===== src/rtl/fx2_pkg.sv =====
// -----------------------------------------------------------------------------
// fx2_pkg
//   Shared definitions for the FX2LP slave-FIFO playback path:
//   - flag bit positions on the FX2 FLAGN bus
//   - FIFOADR endpoint codes
//   - playback FSM state encoding
//   - pace counter terminal-count helper
// -----------------------------------------------------------------------------
package fx2_pkg;

    // Bit positions inside FLAGN (flags are active low, so a high bit means
    // "not empty" / "not full").
    localparam int FLAG_EMPTYN = 0;
    localparam int FLAG_FULLN  = 1;

    // FIFOADR codes selecting the FX2 endpoint FIFOs.
    localparam logic [1:0] FIFOADR_EP2 = 2'b00;
    localparam logic [1:0] FIFOADR_EP6 = 2'b10;

    // Width of the sample-period control word.
    localparam int RATE_W = 26;

    typedef enum logic [1:0] {
        ST_IDLE = 2'd0,
        ST_ARM  = 2'd1,
        ST_READ = 2'd2
    } state_t;

    // Last count value of the pace counter. 0 and 1 both mean "tick every cycle".
    function automatic logic [RATE_W-1:0] pace_last(input logic [RATE_W-1:0] rate_div);
        return (rate_div <= RATE_W'(1)) ? '0 : rate_div - RATE_W'(1);
    endfunction

endpackage


===== src/rtl/sync_fifo_fwft.sv =====
// -----------------------------------------------------------------------------
// sync_fifo_fwft
//   Single-clock first-word-fall-through FIFO. rd_data always shows the oldest
//   entry and is valid whenever level > 0; rd_en consumes it on the clock edge.
//   A write is accepted when there is room, or when a read frees a slot in the
//   same cycle. flush empties the FIFO and takes priority over any write.
// Ports
//   clk, rst       clock, asynchronous active-high reset
//   flush          synchronous clear of all entries
//   wr_en/wr_data  push request and data
//   rd_en          pop request (ignored when empty)
//   rd_data        head-of-queue data
//   level          occupancy, 0..DEPTH
// -----------------------------------------------------------------------------
module sync_fifo_fwft #(
    parameter int DEPTH = 16,
    parameter int WIDTH = 8,
    localparam int AW   = $clog2(DEPTH)
) (
    input  logic             clk,
    input  logic             rst,
    input  logic             flush,
    input  logic             wr_en,
    input  logic [WIDTH-1:0] wr_data,
    input  logic             rd_en,
    output logic [WIDTH-1:0] rd_data,
    output logic [AW:0]      level
);

    localparam logic [AW:0] FULL_LEVEL = (AW+1)'(DEPTH);

    logic [WIDTH-1:0] mem [DEPTH];
    logic [AW-1:0]    wr_ptr;
    logic [AW-1:0]    rd_ptr;
    logic             do_rd;
    logic             do_wr;

    assign do_rd   = rd_en && (level != '0) && !flush;
    assign do_wr   = wr_en && ((level != FULL_LEVEL) || do_rd) && !flush;
    assign rd_data = mem[rd_ptr];

    // NOTE: the storage array has no reset; only pointers and level carry
    // state that matters, so resetting the array would just cost flops.
    always_ff @(posedge clk) begin
        if (do_wr) begin
            mem[wr_ptr] <= wr_data;
        end
    end

    // NOTE: all sequential state uses non-blocking assignments so every
    // register samples the pre-edge values of its neighbours.
    always_ff @(posedge clk or posedge rst) begin
        if (rst) begin
            wr_ptr <= '0;
            rd_ptr <= '0;
            level  <= '0;
        end else if (flush) begin
            wr_ptr <= '0;
            rd_ptr <= '0;
            level  <= '0;
        end else begin
            if (do_wr) wr_ptr <= wr_ptr + 1'b1;
            if (do_rd) rd_ptr <= rd_ptr + 1'b1;
            case ({do_wr, do_rd})
                2'b10:   level <= level + 1'b1;
                2'b01:   level <= level - 1'b1;
                default: level <= level;
            endcase
        end
    end

endmodule


===== src/rtl/fx2_fifo_dac_player.sv =====
// -----------------------------------------------------------------------------
// fx2_fifo_dac_player
//   Playback path: reads 8-bit samples from the FX2LP OUT endpoint FIFO over the
//   synchronous slave-FIFO bus into a small local buffer and paces them out to
//   the DAC every max(RATE_DIV,1) IFCLK cycles.
// Ports
//   IFCLK      sole clock (48 MHz)
//   RESET      asynchronous active-high reset
//   ENABLE     1 = fetch and play; 0 = stop, flush, drive DAC_IDLE
//   RATE_DIV   sample period in IFCLK cycles (0 and 1 = every cycle)
//   FLAGN      FX2 flags; FLAGN[0] high = OUT FIFO not empty
//   FD_IN      FX2 data bus input
//   SLRDN      FX2 read strobe (active low, combinational from FLAGN)
//   SLOEN      FX2 output enable (active low); also gates the FD pad tristate
//   SLWRN      tied inactive
//   PKTENDN    tied inactive
//   FIFOADR    endpoint select, tied to FIFO_ADDR
//   DAC_DATA   registered DAC code
//   LEVEL      local buffer occupancy
//   UNDERRUNS  saturating count of sample ticks that found the buffer empty
// -----------------------------------------------------------------------------
module fx2_fifo_dac_player
    import fx2_pkg::*;
#(
    parameter int         DEPTH     = 16,
    parameter logic [1:0] FIFO_ADDR = FIFOADR_EP6,
    parameter logic [7:0] DAC_IDLE  = 8'h80
) (
    input  logic                     IFCLK,
    input  logic                     RESET,
    input  logic                     ENABLE,
    input  logic [RATE_W-1:0]        RATE_DIV,
    input  logic [2:0]               FLAGN,
    input  logic [7:0]               FD_IN,
    output logic                     SLRDN,
    output logic                     SLOEN,
    output logic                     SLWRN,
    output logic                     PKTENDN,
    output logic [1:0]               FIFOADR,
    output logic [7:0]               DAC_DATA,
    output logic [$clog2(DEPTH):0]   LEVEL,
    output logic [15:0]              UNDERRUNS
);

    localparam int          LW         = $clog2(DEPTH) + 1;
    localparam logic [LW-1:0] FULL_LEVEL = LW'(DEPTH);

    state_t            state;
    logic [RATE_W-1:0] pace_cnt;
    logic              tick;
    logic              pop;
    logic              capture;
    logic [7:0]        head_data;
    logic              unused_flags;

    assign SLWRN   = 1'b1;
    assign PKTENDN = 1'b1;
    assign FIFOADR = FIFO_ADDR;

    // Only the other FX2 flags are ignored; the full flag belongs to the IN path.
    assign unused_flags = &{1'b0, FLAGN[FLAG_FULLN], FLAGN[2]};

    // Read strobe is the one combinational path from FLAGN: the FX2 presents
    // the byte while SLRDN is low and it is captured on that same edge, so no
    // speculative read ever has to be undone.
    assign capture = (state == ST_READ) && FLAGN[FLAG_EMPTYN] && (LEVEL != FULL_LEVEL);
    assign SLRDN   = ~capture;

    assign tick = ENABLE && (pace_cnt == '0);
    assign pop  = tick && (LEVEL != '0);

    sync_fifo_fwft #(
        .DEPTH (DEPTH),
        .WIDTH (8)
    ) u_buf (
        .clk     (IFCLK),
        .rst     (RESET),
        .flush   (!ENABLE),
        .wr_en   (capture),
        .wr_data (FD_IN),
        .rd_en   (tick),
        .rd_data (head_data),
        .level   (LEVEL)
    );

    // Bus FSM. ARM holds SLOEN low for one cycle before any read so the FD pad
    // has turned around before the FX2 starts driving data.
    always_ff @(posedge IFCLK or posedge RESET) begin
        if (RESET) begin
            state <= ST_IDLE;
            SLOEN <= 1'b1;
        end else if (!ENABLE) begin
            state <= ST_IDLE;
            SLOEN <= 1'b1;
        end else begin
            case (state)
                ST_IDLE: begin
                    state <= ST_ARM;
                    SLOEN <= 1'b0;
                end
                ST_ARM: begin
                    state <= ST_READ;
                    SLOEN <= 1'b0;
                end
                ST_READ: begin
                    state <= ST_READ;
                    SLOEN <= 1'b0;
                end
                default: begin
                    state <= ST_IDLE;
                    SLOEN <= 1'b1;
                end
            endcase
        end
    end

    // Pace counter. Comparing with ">=" makes a shrinking RATE_DIV that lands
    // below the current count wrap to 0 on the next cycle.
    always_ff @(posedge IFCLK or posedge RESET) begin
        if (RESET) begin
            pace_cnt <= '0;
        end else if (!ENABLE || (pace_cnt >= pace_last(RATE_DIV))) begin
            pace_cnt <= '0;
        end else begin
            pace_cnt <= pace_cnt + 1'b1;
        end
    end

    // DAC output and underrun statistics. UNDERRUNS survives ENABLE=0.
    always_ff @(posedge IFCLK or posedge RESET) begin
        if (RESET) begin
            DAC_DATA  <= DAC_IDLE;
            UNDERRUNS <= '0;
        end else begin
            if (!ENABLE) begin
                DAC_DATA <= DAC_IDLE;
            end else if (pop) begin
                DAC_DATA <= head_data;
            end
            if (tick && (LEVEL == '0) && (UNDERRUNS != 16'hFFFF)) begin
                UNDERRUNS <= UNDERRUNS + 1'b1;
            end
        end
    end

endmodule

===== config.mk =====
export PLATFORM = sky130hd
export DESIGN_NAME = fx2_fifo_dac_player
export DESIGN_NICKNAME = d
export VERILOG_FILES = /design/src/rtl/fx2_pkg.sv /design/src/rtl/sync_fifo_fwft.sv /design/src/rtl/fx2_fifo_dac_player.sv
export SDC_FILE = /design/constraint.sdc
export NUM_CORES = 1
export LEC_CHECK = 0
export CORE_MARGIN = 2
export CORE_UTILIZATION = 25
export CTS_BUF_LIST = sky130_fd_sc_hd__clkbuf_8
export DETAILED_ROUTE_END_ITERATION = 10
export PLACE_DENSITY = 0.46
export SLEW_MARGIN = 0
export SYNTH_ARGS = -nofsm -noshare
export SYNTH_HDL_FRONTEND = slang
export SYNTH_HIERARCHICAL = 1
export SYNTH_SLANG_ARGS = --single-unit

===== constraint.sdc =====
create_clock -name IFCLK -period 4.3 [get_ports IFCLK]
set_input_delay 0.86 -clock IFCLK [delete_from_list [all_inputs] [get_ports IFCLK]]
set_output_delay 0.86 -clock IFCLK [all_outputs]
set_load 0.1 [all_outputs]

==> qor.csv <==
metric,value,unit
drt drc,0,
biggest area consumer among synthesized cells,edfxtp_1,
largest net degree at the start of global routing,35,
clock buffer count from CTS,17,
overall routing resource usage,11.2,%
clock power share,27.7,%
initial DRC count,300,
CP endpoint kind,flip-flop,
Fin. Hold Viols,0,
total congestion overflow,0,
post-synthesis xor/xnor area fraction,5.95,%
filler cell count,3894,
clock slew at reported path FFs,100,ps
Crit Path Max Fanout,26,
largest family of logic cells by synthesized area,simple AND/OR/NAND/NOR gates,
VDD IR-drop max,0.179,mV
sequential share of the synthesized area,56.6,%
multiplexer area fraction after synthesis,9.14,%
Crit Path Category,in2reg,
Compound-Gate Fraction of Synth Area,4.23,%
synthesized cell area,9710,sq um
"FF+latch count, synth",194,
Placed Cells,1350,
status,completed,
die width,201,um
Mapped Cells,739,
Mean Syn Cell Area,13.1,sq um
Simple-Gate Fraction of Synth Area,15.8,%
GPL Wtd Cong,0.735,
Slew HR,32.5,%
Yosys warnings,6,
WHS,493,ps
layout cells sized above 1,17.4,%
internal power,3110,uW
Starting Density,25.2,%
sw frac,33.5,%
# diodes,0,
Vias/cell,4.35,
Comb power frac,25.4,%
max-cap viol count,0,
footprint of the multi-input gates,3980,sq um
worst setup path start,RATE_DIV[1],
RSZ-0062 raised after global routing,no,
num rows,72,
Register Area,5500,sq um
crit path to,pace_cnt[11],
# clock sinks,194,
crit share post-route,88.8,%
Core ar.,38500,sq um
post-synth cell types,64,
HPWL after detailed placement,15.4,mm
worst-margin pin slew,1010,ps
FF-to-FF path depth,11,
CTS tree,yes,
Post-CTS Setup Inserts,0,
post-synth top area share,39.6,%
clk_skew,17.1,ps
WL/cell,15.7,um
Crit Reg-Reg Endpoint,u_buf/level[4],
Period minus WS final,3820,ps
Area Overhead vs Synth,21.2,%
power per cell area,397,nW/um^2
insertion delay to the later sink of the worst-skew pair,470,ps
Final setup viols,0,
largest cells by area after synthesis,"edfxtp_1, dfrtp_1, mux4_2, ha_1, xnor2_1",
Die H,201,um
critical path data arrival time,4200,ps
initial antenna violation count,0,
Root Driver,clkbuf_8,
top_reg_cell synth,edfxtp_1,
CTS HTree Levels,4,
drt first pass iters,4,
Final Cell Area,11800,sq um
NetSw,1560,uW
Layout Cells excl Fill,1382,
worst hold path type,reg2reg,
Reg power frac,46.9,%
Leak,0.00425,uW
first-pass GRT wire length,35.5,mm
final WL,21.7,mm
async set-or-reset flop fraction in the synthesized netlist,34.0,%
R2R Path Start,pace_cnt[10],
Ports,75,
Reg2Reg Setup Slack,840,ps
final net count,934,
port bufs,68,
die area,40400,sq um
max-slew violations,0,
vias in the first global route,6201,
CTS max path bufs,2,
FMAX,262,MHz
vias post-DR,6009,
post-synthesis adder-cell area fraction,5.62,%
"Req. time, crit path",4690,ps
nature of the critical path startpoint,input port,
post-CTS resize count,0,
dpl cell area,11300,sq um
hold_buf cts,0,
"EDFF count, synth",128,
Antenna Nets Post-Route,0,
-- final cells by class --
class	count	area share (%)
timing repair buffer	119	9.44
clock buffer	18	2.11
inverter	24	0.766
multi-input combinational	495	33.8
sequential	194	46.7
tap	518	5.51
clock inverter	14	1.64
-- power groups by stage --
stage / combinational [uW] / clock [uW] / sequential [uW]
2_1_floorplan: 555 / 0 / 2540
3_3_place_gp: 1200 / 0 / 2240
3_5_place_dp: 1200 / 0 / 2240
4_1_cts: 1210 / 1340 / 2200
5_1_grt: 1280 / 1410 / 2220
6_report: 1190 / 1290 / 2190
-- worst min path at each step --
stage,start,slack (ps),to,depth (start not counted)
after floorplan,pace_cnt[0],460,pace_cnt[0],1
after global placement,pace_cnt[0],480,pace_cnt[0],1
after detailed placement,pace_cnt[0],480,pace_cnt[0],1
after CTS,pace_cnt[0],500,pace_cnt[0],1
after global routing,pace_cnt[0],530,pace_cnt[0],1
final,pace_cnt[0],490,pace_cnt[0],1
-- critical path, cell delays in order --
cell and delay, ps:
clkdlybuf4s50_1 450, or4_4 580, nor4_4 340, buf_4 210, nand3b_1 100, xnor2_1 160, nand2_1 80, ha_1 290
and4_1 210, nand4_1 160, nor3_1 70, a211o_1 330, buf_12 170, nor3_1 180
-- layout by cell type, fill, tap and decap left out, types with 18 or more instances in the layout --
| master | n |
|---|---|
| inv_1 | 23 |
| clkbuf_8 | 18 |
| nand2_1 | 68 |
| edfxtp_1 | 128 |
| dfrtp_1 | 63 |
| xor2_1 | 21 |
| nand4_1 | 18 |
| mux4_2 | 32 |
| ha_1 | 42 |
| buf_4 | 48 |
| xnor2_1 | 45 |
| clkdlybuf4s50_1 | 67 |
| nor2_1 | 56 |
| nor3_1 | 34 |
-- layer usage --
layer / track usage (%) / wire length (um)
met5: 0 / 0
met4: 2.78 / 210
met3: 2.03 / 625
met2: 18.5 / 10500
met1: 15.1 / 10400
-- cell usage after synthesis (11+ instances only) --
library cell and n:
nand2b_1 11, a21oi_1 15, ha_1 42, nor2_1 56
nand2_1 68, mux2i_1 11, nand4_1 18, nand3_1 16
nor3_1 34, inv_1 24, xor2_1 21, a22oi_1 16
xnor2_1 45, edfxtp_1 128, dfrtp_1 64, mux4_2 32
-- stage by stage --
| step | util (%) | setup TNS, ps | power [uW] | worst slack (ps) |
|---|---|---|---|---|
| 2_1_floorplan | - | 0 | 3100 | 188 |
| 4_1_cts | 30.6 | 0 | 4750 | 466 |
| 6_report | 30.6 | 0 | 4670 | 481 |
| 3_3_place_gp | 29.4 | 0 | 3440 | 1.09 |
| 5_1_grt | 30.6 | 0 | 4910 | 158 |
| 3_5_place_dp | 29.4 | -27.3 | 3440 | -22.1 |
-- kinds of logic after synthesis --
family | after synthesis
flops | 194
fa+ha+maj | 43
other cells | 2
mux | 48
simple gates | 275
buf+inv | 52
xor+xnor | 66
compound gates | 59
-- flip-flops by register name, summed over array words and instances (netlist names) --
signal        cells
u_buf/mem       128
pace_cnt         26
UNDERRUNS        16
DAC_DATA          8
u_buf/level       5
u_buf/rd_ptr      4
u_buf/wr_ptr      4
state             2
SLOEN             1
Power figures use the tool's default switching activity.
